## src/rtl/msx_bus_pkg.sv

```systemverilog
// msx_bus_pkg: shared FSM states, slot addresses and page-field helper for the MSX bus responder
package msx_bus_pkg;
  typedef enum logic [2:0] {IDLE, M1WAIT, REQ, ACKWAIT, HOLD} state_t;
  localparam logic [7:0] DEF_IO_SLOT_PORT = 8'hA8;
  localparam logic [15:0] SUBSLOT_ADDR = 16'hFFFF;
  function automatic logic [1:0] page_field(input logic [7:0] r, input logic [1:0] page);
    return r[{page, 1'b0} +: 2];
  endfunction
endpackage

```

## src/rtl/msx_slot_regs.sv

```systemverilog
// msx_slot_regs: primary slot register and page-to-slot mapping; SUBSLOT_EN adds the slot-3 secondary register
module msx_slot_regs
  import msx_bus_pkg::*;
(
  input logic clk,
  input logic reset_n,
  input logic slot_we,
`ifdef SUBSLOT_EN
  input logic subslot_we,
  output logic [7:0] subslot_reg,
`endif
  input logic [7:0] wdata,
  input logic [1:0] page,
  output logic [7:0] slot_reg,
  output logic [1:0] mem_slot,
  output logic [1:0] mem_subslot
);
  always_ff @(posedge clk or negedge reset_n)
    if (!reset_n) slot_reg <= 8'h00;
    else if (slot_we) slot_reg <= wdata;
  assign mem_slot = page_field(slot_reg, page);
`ifdef SUBSLOT_EN
  always_ff @(posedge clk or negedge reset_n)
    if (!reset_n) subslot_reg <= 8'h00;
    else if (subslot_we) subslot_reg <= wdata;
  assign mem_subslot = (mem_slot == 2'd3) ? page_field(subslot_reg, page) : 2'd0;
`else
  assign mem_subslot = 2'd0;
`endif
endmodule

```

## src/rtl/msx_bus_responder.sv

```systemverilog
// msx_bus_responder: Z80 bus target for MSX1 (slot port, M1 wait, req/ack back-end); SUBSLOT_EN enables the FFFFh secondary slot register
module msx_bus_responder
  import msx_bus_pkg::*;
#(
  parameter int M1_WAITS = 1,
  parameter logic [7:0] IO_SLOT_PORT = DEF_IO_SLOT_PORT
) (
  input logic clk,
  input logic reset_n,
  input logic ce_3m58_p,
  input logic [15:0] a,
  input logic [7:0] d_from_cpu,
  input logic mreq_n,
  input logic iorq_n,
  input logic rd_n,
  input logic wr_n,
  input logic m1_n,
  input logic rfrsh_n,
  output logic [7:0] d_to_cpu,
  output logic wait_n,
  output logic mem_req,
  output logic mem_we,
  output logic [15:0] mem_addr,
  output logic [7:0] mem_wdata,
  output logic [1:0] mem_slot,
  output logic [1:0] mem_subslot,
  input logic [7:0] mem_rdata,
  input logic mem_ack,
  output logic [7:0] slot_reg
);
  state_t state, state_n;
  logic mem_term, io_term, mem_strb, io_strb, mem_start, io_start, io_hit, slot_we;
  logic wait_lo, rel, take_ack, sub_hit, sub_rd;
  logic [7:0] cnt, sub_rdata;
  assign mem_term = !mreq_n & rfrsh_n & (!rd_n | !wr_n);
  assign io_term = !iorq_n & m1_n & (!rd_n | !wr_n);
  assign mem_start = mem_term & !mem_strb;
  assign io_start = io_term & !io_strb;
  assign io_hit = a[7:0] == IO_SLOT_PORT;
  assign slot_we = io_start & !wr_n & io_hit;
  assign mem_req = state == REQ;
  assign sub_rd = wait_lo & sub_hit & !rd_n;
`ifdef SUBSLOT_EN
  logic [7:0] subslot_reg;
  logic sub_we;
  assign sub_hit = mem_slot == 2'd3 && a == SUBSLOT_ADDR;
  assign sub_we = wait_lo & sub_hit & !wr_n;
  assign sub_rdata = ~subslot_reg;
`else
  assign sub_hit = 1'b0;
  assign sub_rdata = 8'hFF;
`endif
  msx_slot_regs u_slot (
    .clk(clk),
    .reset_n(reset_n),
    .slot_we(slot_we),
`ifdef SUBSLOT_EN
    .subslot_we(sub_we),
    .subslot_reg(subslot_reg),
`endif
    .wdata(d_from_cpu),
    .page(a[15:14]),
    .slot_reg(slot_reg),
    .mem_slot(mem_slot),
    .mem_subslot(mem_subslot)
  );
  always_ff @(posedge clk or negedge reset_n)
    if (!reset_n) state <= IDLE;
    else state <= state_n;
  always_comb begin
    state_n = state;
    wait_lo = 1'b0;
    rel = 1'b0;
    take_ack = 1'b0;
    case (state)
      IDLE: if (mem_start) begin
        wait_lo = 1'b1;
        state_n = sub_hit ? HOLD : (!m1_n && M1_WAITS != 0) ? M1WAIT : REQ;
      end
      M1WAIT: if (mreq_n) begin
        rel = 1'b1;
        state_n = IDLE;
      end else if (ce_3m58_p && cnt == 8'(M1_WAITS - 1)) state_n = REQ;
      REQ, ACKWAIT: if (mreq_n) begin
        rel = 1'b1;
        state_n = IDLE;
      end else if (mem_ack) begin
        take_ack = 1'b1;
        rel = 1'b1;
        state_n = HOLD;
      end else state_n = ACKWAIT;
      HOLD: begin
        rel = 1'b1;
        state_n = mreq_n ? IDLE : HOLD;
      end
      default: state_n = IDLE;
    endcase
  end
  always_ff @(posedge clk or negedge reset_n)
    if (!reset_n) begin
      mem_strb <= 1'b0;
      io_strb <= 1'b0;
      cnt <= 8'd0;
      wait_n <= 1'b1;
      d_to_cpu <= 8'hFF;
      mem_we <= 1'b0;
      mem_addr <= 16'h0000;
      mem_wdata <= 8'h00;
    end else begin
      mem_strb <= mem_term;
      io_strb <= io_term;
      cnt <= (state == M1WAIT) ? cnt + {7'd0, ce_3m58_p} : 8'd0;
      wait_n <= wait_lo ? 1'b0 : rel ? 1'b1 : wait_n;
      if (wait_lo) begin
        mem_addr <= a;
        mem_wdata <= d_from_cpu;
        mem_we <= !wr_n;
      end
      d_to_cpu <= (take_ack && !mem_we) ? mem_rdata :
                  sub_rd ? sub_rdata :
                  (io_start && !rd_n) ? (io_hit ? slot_reg : 8'hFF) :
                  (!iorq_n && !m1_n) ? 8'hFF : d_to_cpu;
    end
endmodule
```

## config.mk

```make
export PLATFORM = sky130hd
export DESIGN_NAME = msx_bus_responder
export DESIGN_NICKNAME = d
export VERILOG_FILES = /design/src/rtl/msx_bus_pkg.sv /design/src/rtl/msx_slot_regs.sv /design/src/rtl/msx_bus_responder.sv
export SDC_FILE = /design/constraint.sdc
export NUM_CORES = 1
export LEC_CHECK = 0
export ABC_AREA = 1
export CAP_MARGIN = 20
export CORE_UTILIZATION = 29
export CTS_CLUSTER_DIAMETER = 120
export CTS_CLUSTER_SIZE = 20
export DETAILED_ROUTE_END_ITERATION = 8
export GPL_TIMING_DRIVEN = 0
export HOLD_SLACK_MARGIN = 0.02
export PLACE_DENSITY_LB_ADDON = 0.12
export SLEW_MARGIN = 0
export SYNTH_ARGS = -nofsm -noshare
export SYNTH_HDL_FRONTEND = slang
export SYNTH_SLANG_ARGS = --single-unit
```

## constraint.sdc

```tcl
create_clock -name clk -period 1.7 [get_ports clk]
set_input_delay 0.34 -clock clk [delete_from_list [all_inputs] [get_ports clk]]
set_output_delay 0.34 -clock clk [all_outputs]
set_load 0.02 [all_outputs]
```

* Word-level counts from Yosys, hierarchy flattened
Index checks and enable logic that the tools add are counted.
Word-level totals: word-level logic and storage cells 69, ROM bits 0, register bits 55, bits in latches 0, bits in writable memories 0, input port bits 42, memories 0
Cells by class: $mul 0, bitwise logic cells 9, muxes and demuxes 23, shift operators 1, $lt $le $gt $ge 0, add/sub/neg operators 1, eq/ne operators 7, divide/modulo/power cells 0, reductions and logical operators 18
Operators with widths (count):
- two-way mux 8 bit | 5
- two-way mux 3 bit | 6
- one-hot mux 3 bit (4 select lines) | 1
- two-way mux 1 bit | 9
- adder 8 x 1 -> 8 bit | 1
- bitwise AND 1 bit | 8
- == test 8 bit (second input constant) | 1
- zero test 1 bit | 8
- zero test 8 bit | 1
- indexed part select 8 x 4 -> 2 bit | 1
- == test 3 x 2 -> 1 bit (second input constant) | 2
- logical AND 1 bit | 4
- == test 3 x 1 -> 1 bit (second input constant) | 1
- == test 3 bit (second input constant) | 1
- zero test 3 bit | 1
- inequality test 3 bit (second input constant) | 1
- one-hot mux 1 bit (3 select lines) | 1
- nonzero test 3 bit | 1
- two-way mux 2 bit | 1
- inequality test 2 bit (second input constant) | 1
- AND reduction 2 bit | 1
- nonzero test 2 bit | 1
- OR reduction 2 bit | 1
- bitwise OR 1 bit | 1

* Logic depth before layout (Yosys ltp)
Gate-level depths: netlist (run 1).
depth in word-level cells 7, gate-level depth with buffers 9, depth with buffers taken out 9

* Modules after synthesis
Synthesis (run 1) repeated with hierarchy kept, for this count alone.
Second synthesis, totals: cells, all modules 350, area total of the unflattened synthesis 2788.9 um^2
Modules (own cells, without submodules):
- msx_bus_responder | cells each 298, area an instance 2393.5 um^2, times used 1
- msx_slot_regs | cells each 52, area an instance 395.4 um^2, times used 1

* Worst setup path before layout (run 1)
No wires, ideal clock.
kind register to output, from register u_slot.slot_reg[2], to output mem_slot[0], path slack 0.284 ns, required time 1.360 ns, cell stages (with the launch flop) 5, path buffers 0, arrival 1.076 ns, cell sequence dfrtp_1 -> inv_1 -> o21ai_0 -> a21oi_1 -> a21oi_1
On the way: cells in the longest elaborated chain, start to end 1
Ends and longest elaborated chain:
- from (decl) | line msx_slot_regs.sv:14 | output logic [7:0] slot_reg,
- from (signal assigned) | line msx_slot_regs.sv:20 | else if (slot_we) slot_reg <= wdata;
- indexed part select 8 x 4 -> 2 bit | line msx_bus_pkg.sv:7 | return r[{page, 1'b0} +: 2];
- to (decl) | line msx_bus_responder.sv:25 | output logic [1:0] mem_slot,
No other way between the ends.

* Worst setup path in the final report (run 1)
from input a[15], to output mem_slot[1]
On the way: cells in the longest elaborated chain, start to end 1
Ends and longest elaborated chain:
- from (decl) | line msx_bus_responder.sv:11 | input logic [15:0] a,
- indexed part select 8 x 4 -> 2 bit | line msx_bus_pkg.sv:7
No other way between the ends.

==> implementation parameters, run 1 <==
Parameter                              Value

Floorplan
  Core Area ... 9240 sq um
  Count of boundary I/O pins ... 89
  Horiz. Die Dim ... 99.8 um
  Die boundary height ... 99.8 um
  Placement row count ... 35
  Die area ... 9950 sq um
  Initial core utilization ... 0.300

Power
  Post-layout total power ... 4.95 mW
  Worst vdd ir ... 0.561 mV
  Pwr/cell area ... 1250 nW/um^2
  Leakage power figure ... 1.86 nW

Clock tree
  Clk slew on worst S/H paths ... 100 ps
  Number of buffers added to fix hold violations after cts ... 0
  TritonCTS buffer count ... 5
  Clock latency on the worst-skew pair ... 310 ps
  Maximum buffer depth of the clock tree ... 2
  Number of clock sinks ... 55
  CTS tree ... yes
  H-tree depth ... 2
  Root buffer cell ... sky130_fd_sc_hd__clkbuf_8

STA
  Ratio of final minimum period to clock period ... 0.975
  RSZ-0062 raised after global routing ... no
  Clock Skew ... 7.34 ps
  Fmax ... 603 MHz
  Hold violation count in the final report ... 0
  Final setup violation count ... 0
  Min Tclk post-route ... 1660 ps
  Tightest Pin Transition ... 586 ps
  Slew Viols, Final ... 0
  Hold WS ... 17.6 ps
  Worst slew margin relative to its limit ... 0.609

Route
  Vias after detailed routing ... 2367
  Number of antenna-violating nets in the routed design ... 0
  Number of iterations in the first detailed-routing pass ... 4
  Routed WL ... 6.99 mm
  Detail-routed net length per standard cell ... 12.6 um
  Initial DRC count ... 75
  Detailed-route DRC error count ... 0
  Routed via count divided by cell count ... 4.27

Placed design
  Number of cells after detailed placement ... 542
  Post-DP HPWL ... 5.36 mm
  Port Buffers ... 86
  Placer congestion estimate ... 0.787

Layout
  Largest register by flop count ... mem_addr
  Number of nets in the finished design ... 468
  Number of fillers in the final layout ... 958
  Proportion of layout cells with a drive suffix above 1 ... 0.184
  Post-route non-filler standard cell count ... 554
  Final Util ... 0.428
  Number of flip-flops in the largest register ... 16
  Syn-to-layout area delta ... 42.6%
  Antenna fix cells ... 0

Worst setup path
  Cell-by-cell trace of the critical path ... clkdlybuf4s50_1 > inv_2 > o21ai_0 > a21oi_1 > a21oi_1 > buf_4
  Kind of cell adding the most delay to the critical path ... buffers and inverters
  Endpoint arrival time on the critical path ... 1320 ps
  Crit. End Element ... output port
  Critical register-to-register path startpoint ... state[1]$_DFFE_PN0P_
  Startpoint type of the worst setup path ... input pin
  FF-to-FF setup slack ... 160 ps
  Reg-to-reg endpoint ... mem_addr[8]$_DFFE_PN0P_
  FF-to-FF path depth ... 5
  Longest individual stage delay on the worst path ... 480 ps
  Crit path max-delay cell type ... sky130_fd_sc_hd__clkdlybuf4s50_1
  Classification of the worst setup path ... input pin to output port
  Most frequent cell on the critical path ... sky130_fd_sc_hd__a21oi_1
  Worst Path Required ... 1360 ps
  Buffer and inverter count on the worst path ... 3
  Critical path peak fanout ... 5

Synthesis
  Post-synthesis xor/xnor area fraction ... 0
  Synthesized-area fraction occupied by ao, oa, aoi and oai cells ... 0.145
  Main combinational cell family by area after synthesis ... simple AND/OR/NAND/NOR gates
  Flip-flop and latch count after synthesis ... 55
  Portion of netlist area occupied by mux cells ... 0
  Syn. warnings ... 0
  Cell variety after synth ... 29
  Post-Syn Area ... 2770 sq um
  Fraction of the yosys area taken by sequential cells ... 0.501
  Simple-gate portion of the synthesized area ... 0.250
  Syn avg cell area ... 8.53 sq um
  Synthesized-area fraction occupied by adder cells ... 0.00903
  Post-Syn Instances ... 325

Global routing
  Total global routing track utilization ... 0.147
  GRT overflow ... 0
  Pin count of the biggest net entering global routing ... 32
  Number of global-route vias before repair ... 2337
  Number of antenna violations at the first check in global routing ... 0
  Global-route wire length before repair ... 11.5 mm

Outcome
  Run status ... completed

Worst hold path
  Class of the tightest hold or removal check ... input pin to async pin

Flow run
  Max-Cap Viols ... 0
==> where the power goes <==
part / internal (mW) / total (mW) / leakage, nW / switching (mW)
sequential: 1.71 / 1.92 / 0.673 / 0.205
combinational: 0.929 / 2.10 / 1.12 / 1.18
clock: 0.485 / 0.929 / 0.0618 / 0.444
==> metrics by stage <==
step                TNS (ps)  area, sq um  setup slack (ps)
CTS                        0         3910              3.67
global placement      -90360         3800             -1570
global route               0         3950              3.86
detailed placement     -9960         3810              -587
finish                     0         3950              41.7
floorplan                  0         2780               284
==> worst reg2reg max path: stages, from the launching register on <==
cell,delay (ps)
sky130_fd_sc_hd__dfrtp_1,480
sky130_fd_sc_hd__nor3_2,310
sky130_fd_sc_hd__inv_2,120
sky130_fd_sc_hd__clkbuf_1,230
sky130_fd_sc_hd__o21ai_0,230
sky130_fd_sc_hd__nand2_1,70
==> how the worst max path moves through the flow <==
stage,startpoint,to,slack [ps],cells past startpoint
4_1_cts,a[15],mem_slot[0],4,6
2_1_floorplan,u_slot.slot_reg[2]$_DFFE_PN0P_,mem_slot[0],280,4
3_3_place_gp,reset_n,mem_addr[11]$_DFFE_PN0P_,-1570,1
3_5_place_dp,a[14],mem_slot[1],-590,6
6_report,a[15],mem_slot[1],40,6
5_1_grt,u_slot.slot_reg[3]$_DFFE_PN0P_,mem_slot[1],4,5
==> routing by layer <==
metal / up-vias / part of all wire / global-route usage
met5: - / 0 / 0
met4: 0 / 0.0083 / 0.0407
met3: 5 / 0.065 / 0.0408
met2: 58 / 0.45 / 0.228
met1: 1073 / 0.48 / 0.202
li1: 1231 / - / -
==> layout by cell type (no fill, tap or decap), types with 4 or more instances in the layout <==
cell type | synthesis | final
sky130_fd_sc_hd__clkbuf_8 | 0 | 6
sky130_fd_sc_hd__a21oi_2 | 15 | 15
sky130_fd_sc_hd__nand3_1 | 22 | 22
sky130_fd_sc_hd__a21oi_1 | 19 | 19
sky130_fd_sc_hd__dfstp_2 | 9 | 9
sky130_fd_sc_hd__clkdlybuf4s50_1 | 0 | 61
sky130_fd_sc_hd__nor2_1 | 34 | 33
sky130_fd_sc_hd__dlymetal6s2s_1 | 0 | 5
sky130_fd_sc_hd__buf_4 | 3 | 9
sky130_fd_sc_hd__inv_2 | 2 | 5
sky130_fd_sc_hd__inv_1 | 43 | 40
sky130_fd_sc_hd__dlygate4sd2_1 | 0 | 16
sky130_fd_sc_hd__o21ai_2 | 7 | 7
sky130_fd_sc_hd__nor2_4 | 4 | 4
sky130_fd_sc_hd__nor3_1 | 12 | 12
sky130_fd_sc_hd__nand2_1 | 65 | 65
sky130_fd_sc_hd__o21ai_0 | 20 | 18
sky130_fd_sc_hd__dfrtp_1 | 46 | 46
sky130_fd_sc_hd__buf_6 | 5 | 5
==> Yosys cell counts, drive strengths merged <==
library cell,count,area share
nand2,68,0.097
dfrtp,46,0.42
inv,45,0.061
nor2,41,0.074
a21oi,34,0.082
o21ai,27,0.058
nand3,24,0.050
nor3,13,0.025
buf,9,0.030
dfstp,9,0.085
clkbuf,2,0.0027
ha,2,0.0090
nand4,2,0.0045
conb,1,0.0014
o21a,1,0.0027
o22ai,1,0.0023
==> layout make-up <==
type                       count  area (sq um)  share of cell area
sequential                    55          1390               0.351
multi-input combinational    215          1130               0.286
timing repair buffer          91           888               0.225
inverter                      45           169              0.0427
tap                          129           161              0.0408
buffer                        11          92.6              0.0234
clock buffer                   6          82.6              0.0209
clock inverter                 2          38.8             0.00981
==> kinds of logic (layout without fill, tap and decap cells) <==
group,Yosys count,count (layout)
adder cells (fa/ha/maj),2,2
buffers and inverters,56,155
other,1,2
flip-flops,55,55
AND/OR/NAND/NOR,148,148
AO/OA/AOI/OAI,63,63
==> timing repair <==
item	in CTS	in global routing
pin swaps	0	2
endpoints found under the setup margin	18	24
buffers inserted	0	4
gates resized for setup	29	15
(Power assumes the default switching activity.)
==> run 2: changes to the inputs <==
--- a/config.mk
+++ b/config.mk
@@ -7,7 +7,7 @@
 export LEC_CHECK = 0
 export ABC_AREA = 1
 export CAP_MARGIN = 20
-export CORE_UTILIZATION = 29
+export CORE_UTILIZATION = 40
 export CTS_CLUSTER_DIAMETER = 120
 export CTS_CLUSTER_SIZE = 20
 export DETAILED_ROUTE_END_ITERATION = 8
@@ -18,3 +18,4 @@
 export SYNTH_ARGS = -nofsm -noshare
 export SYNTH_HDL_FRONTEND = slang
 export SYNTH_SLANG_ARGS = --single-unit
+export TNS_END_PERCENT = 1
==> implementation parameters, run 2 (synthesis results as in run 1) <==
Parameter                              Value

Worst setup path
  First element of the critical path ... a[15]
  Crit. End Element ... output port
  Worst Path Required ... 1360 ps
  Startpoint type of the worst setup path ... input pin
  Critical path peak fanout ... 5
  Endpoint of the most critical setup path ... mem_slot[1]
  Classification of the worst setup path ... input pin to output port
  FF-to-FF path depth ... 5
  Reg-to-reg endpoint ... mem_addr[11]$_DFFE_PN0P_
  FF-to-FF setup slack ... 210 ps
  Endpoint arrival time on the critical path ... 1320 ps
  Critical register-to-register path startpoint ... state[1]$_DFFE_PN0P_

Power
  Leakage power figure ... 1.84 nW
  Fraction of power consumed by combinational cells ... 0.414
  Sequential share of power ... 0.382
  Worst vdd ir ... 0.783 mV
  Post-layout total power ... 5.06 mW
  Switching power share of the total ... 0.361
  Reported net switching power ... 1.83 mW
  Pint ... 3.24 mW
  Clock power share ... 0.204
  Pwr/cell area ... 1300 nW/um^2

Layout
  Commonest cells after routing, fill and taps aside ... sky130_fd_sc_hd__nand2_1, sky130_fd_sc_hd__clkdlybuf4s50_1, sky130_fd_sc_hd__dfrtp_1
  Number of nets in the finished design ... 466
  Post-route non-filler standard cell count ... 500
  Proportion of layout cells with a drive suffix above 1 ... 0.175
  Number of flip-flops in the largest register ... 16
  Antenna fix cells ... 0
  Most common library cell in the layout ignoring fill and taps ... sky130_fd_sc_hd__nand2_1
  Largest register by flop count ... mem_addr
  Syn-to-layout area delta ... 40.2%
  Number of fillers in the final layout ... 588

Route
  Initial DRC count ... 131
  Detailed-route DRC error count ... 0
  Number of iterations in the first detailed-routing pass ... 4
  Detail-routed net length per standard cell ... 13.2 um
  Routed WL ... 6.59 mm
  Number of antenna-violating nets in the routed design ... 0
  Routed via count divided by cell count ... 4.82
  Vias after detailed routing ... 2409

Clock tree
  Maximum buffer depth of the clock tree ... 2
  CTS tree ... yes
  TritonCTS buffer count ... 5
  H-tree depth ... 2
  Number of clock sinks ... 55
  Root buffer cell ... sky130_fd_sc_hd__clkbuf_8
  Clock latency on the worst-skew pair ... 310 ps
  Clk slew on worst S/H paths ... 100 ps

Placed design
  Port Buffers ... 86
  Post-DP HPWL ... 4.88 mm
  Number of cells after detailed placement ... 490
  Placer congestion estimate ... 0.746

Global routing
  GRT overflow ... 0
  Total global routing track utilization ... 0.192
  Pin count of the biggest net entering global routing ... 36
  Number of antenna violations at the first check in global routing ... 0
  Global-route wire length before repair ... 10.8 mm
  Number of global-route vias before repair ... 2263

STA
  Final setup violation count ... 0
  Worst slew margin relative to its limit ... 0.655
  Setup TNS ... 0 ps
  Slew Viols, Final ... 0
  Fmax ... 602 MHz
  Hold violation count in the final report ... 0
  Ratio of final minimum period to clock period ... 0.977
  Tightest Pin Transition ... 518 ps
  Min Tclk post-route ... 1660 ps
  Clock Skew ... 9.42 ps
  RSZ-0062 raised after global routing ... yes

Floorplan
  Die area ... 7270 sq um
  Initial core utilization ... 0.424
  Count of boundary I/O pins ... 89
  Die boundary height ... 85.2 um
  Placement row count ... 29
  Core Area ... 6530 sq um
  Horiz. Die Dim ... 85.2 um

Worst hold path
  Cell count of the worst hold path ... 3
  Class of the tightest hold or removal check ... input pin to flop

Outcome
  Run status ... completed

Flow run
  Max-Cap Viols ... 0
==> run 2: power groups by stage <==
stage | registers, mW | clock network (mW) | logic [mW]
global placement | 1.94 | 0 | 2.14
finish | 1.93 | 1.03 | 2.10
floorplan | 2.36 | 0 | 0.737
CTS | 1.94 | 1.05 | 2.13
global route | 1.98 | 1.10 | 2.28
detailed placement | 1.95 | 0 | 2.17
==> run 2: timing repair <==
action	in CTS	in global routing
endpoints found under the setup margin	17	19
hold endpoints to repair	19	0
resized for setup	29	13
setup buffers	0	1
hold buffers	1	0
==> run 2: how the worst min path moves through the flow <==
stage	from	end	slack, ps
floorplan	reset_n	cnt[0]$_DFF_PN0_	40
global placement	d_to_cpu[5]$_DFFE_PN1P_	d_to_cpu[5]$_DFFE_PN1P_	470
detailed placement	reset_n	mem_addr[8]$_DFFE_PN0P_	350
CTS	a[14]	mem_addr[14]$_DFFE_PN0P_	480
global route	mreq_n	state[2]$_DFFE_PN0P_	480
finish	mreq_n	state[2]$_DFFE_PN0P_	470
==> run 2: worst max-delay path, cell delays in order <==
cell and delay [ps]:
sky130_fd_sc_hd__clkdlybuf4s50_1 470, sky130_fd_sc_hd__inv_2 60, sky130_fd_sc_hd__o21ai_1 70, sky130_fd_sc_hd__a21oi_1 50
sky130_fd_sc_hd__a21oi_1 150, sky130_fd_sc_hd__buf_4 170
==> run 2: metal layers <==
metal | vias to the layer above | GRT usage | wire (um)
met5 | - | 0 | 0
met4 | 0 | 0.0570 | 85
met3 | 8 | 0.0477 | 317
met2 | 66 | 0.300 | 2970
met1 | 1107 | 0.264 | 3220
li1 | 1228 | - | -
==> run 2: area by class of cell <==
cell class | instances | area, sq um | share of cell area
buffer | 11 | 92.6 | 0.0238
inverter | 45 | 169 | 0.0435
clock buffer | 5 | 68.8 | 0.0177
multi-input combinational | 215 | 1130 | 0.291
tap | 77 | 96.3 | 0.0248
timing repair buffer | 89 | 875 | 0.225
clock inverter | 3 | 67.6 | 0.0174
sequential | 55 | 1390 | 0.357
==> run 2: metrics by stage <==
step | cell area (sq um) | utilization | hold slack [ps] | setup slack, ps
2_1_floorplan | 2780 | - | 44.4 | 284
3_3_place_gp | 3730 | 0.571 | 472 | -1490
3_5_place_dp | 3750 | 0.574 | 351 | -595
4_1_cts | 3870 | 0.592 | 481 | -8.14
5_1_grt | 3890 | 0.595 | 483 | -18.6
6_report | 3890 | 0.595 | 475 | 39.5
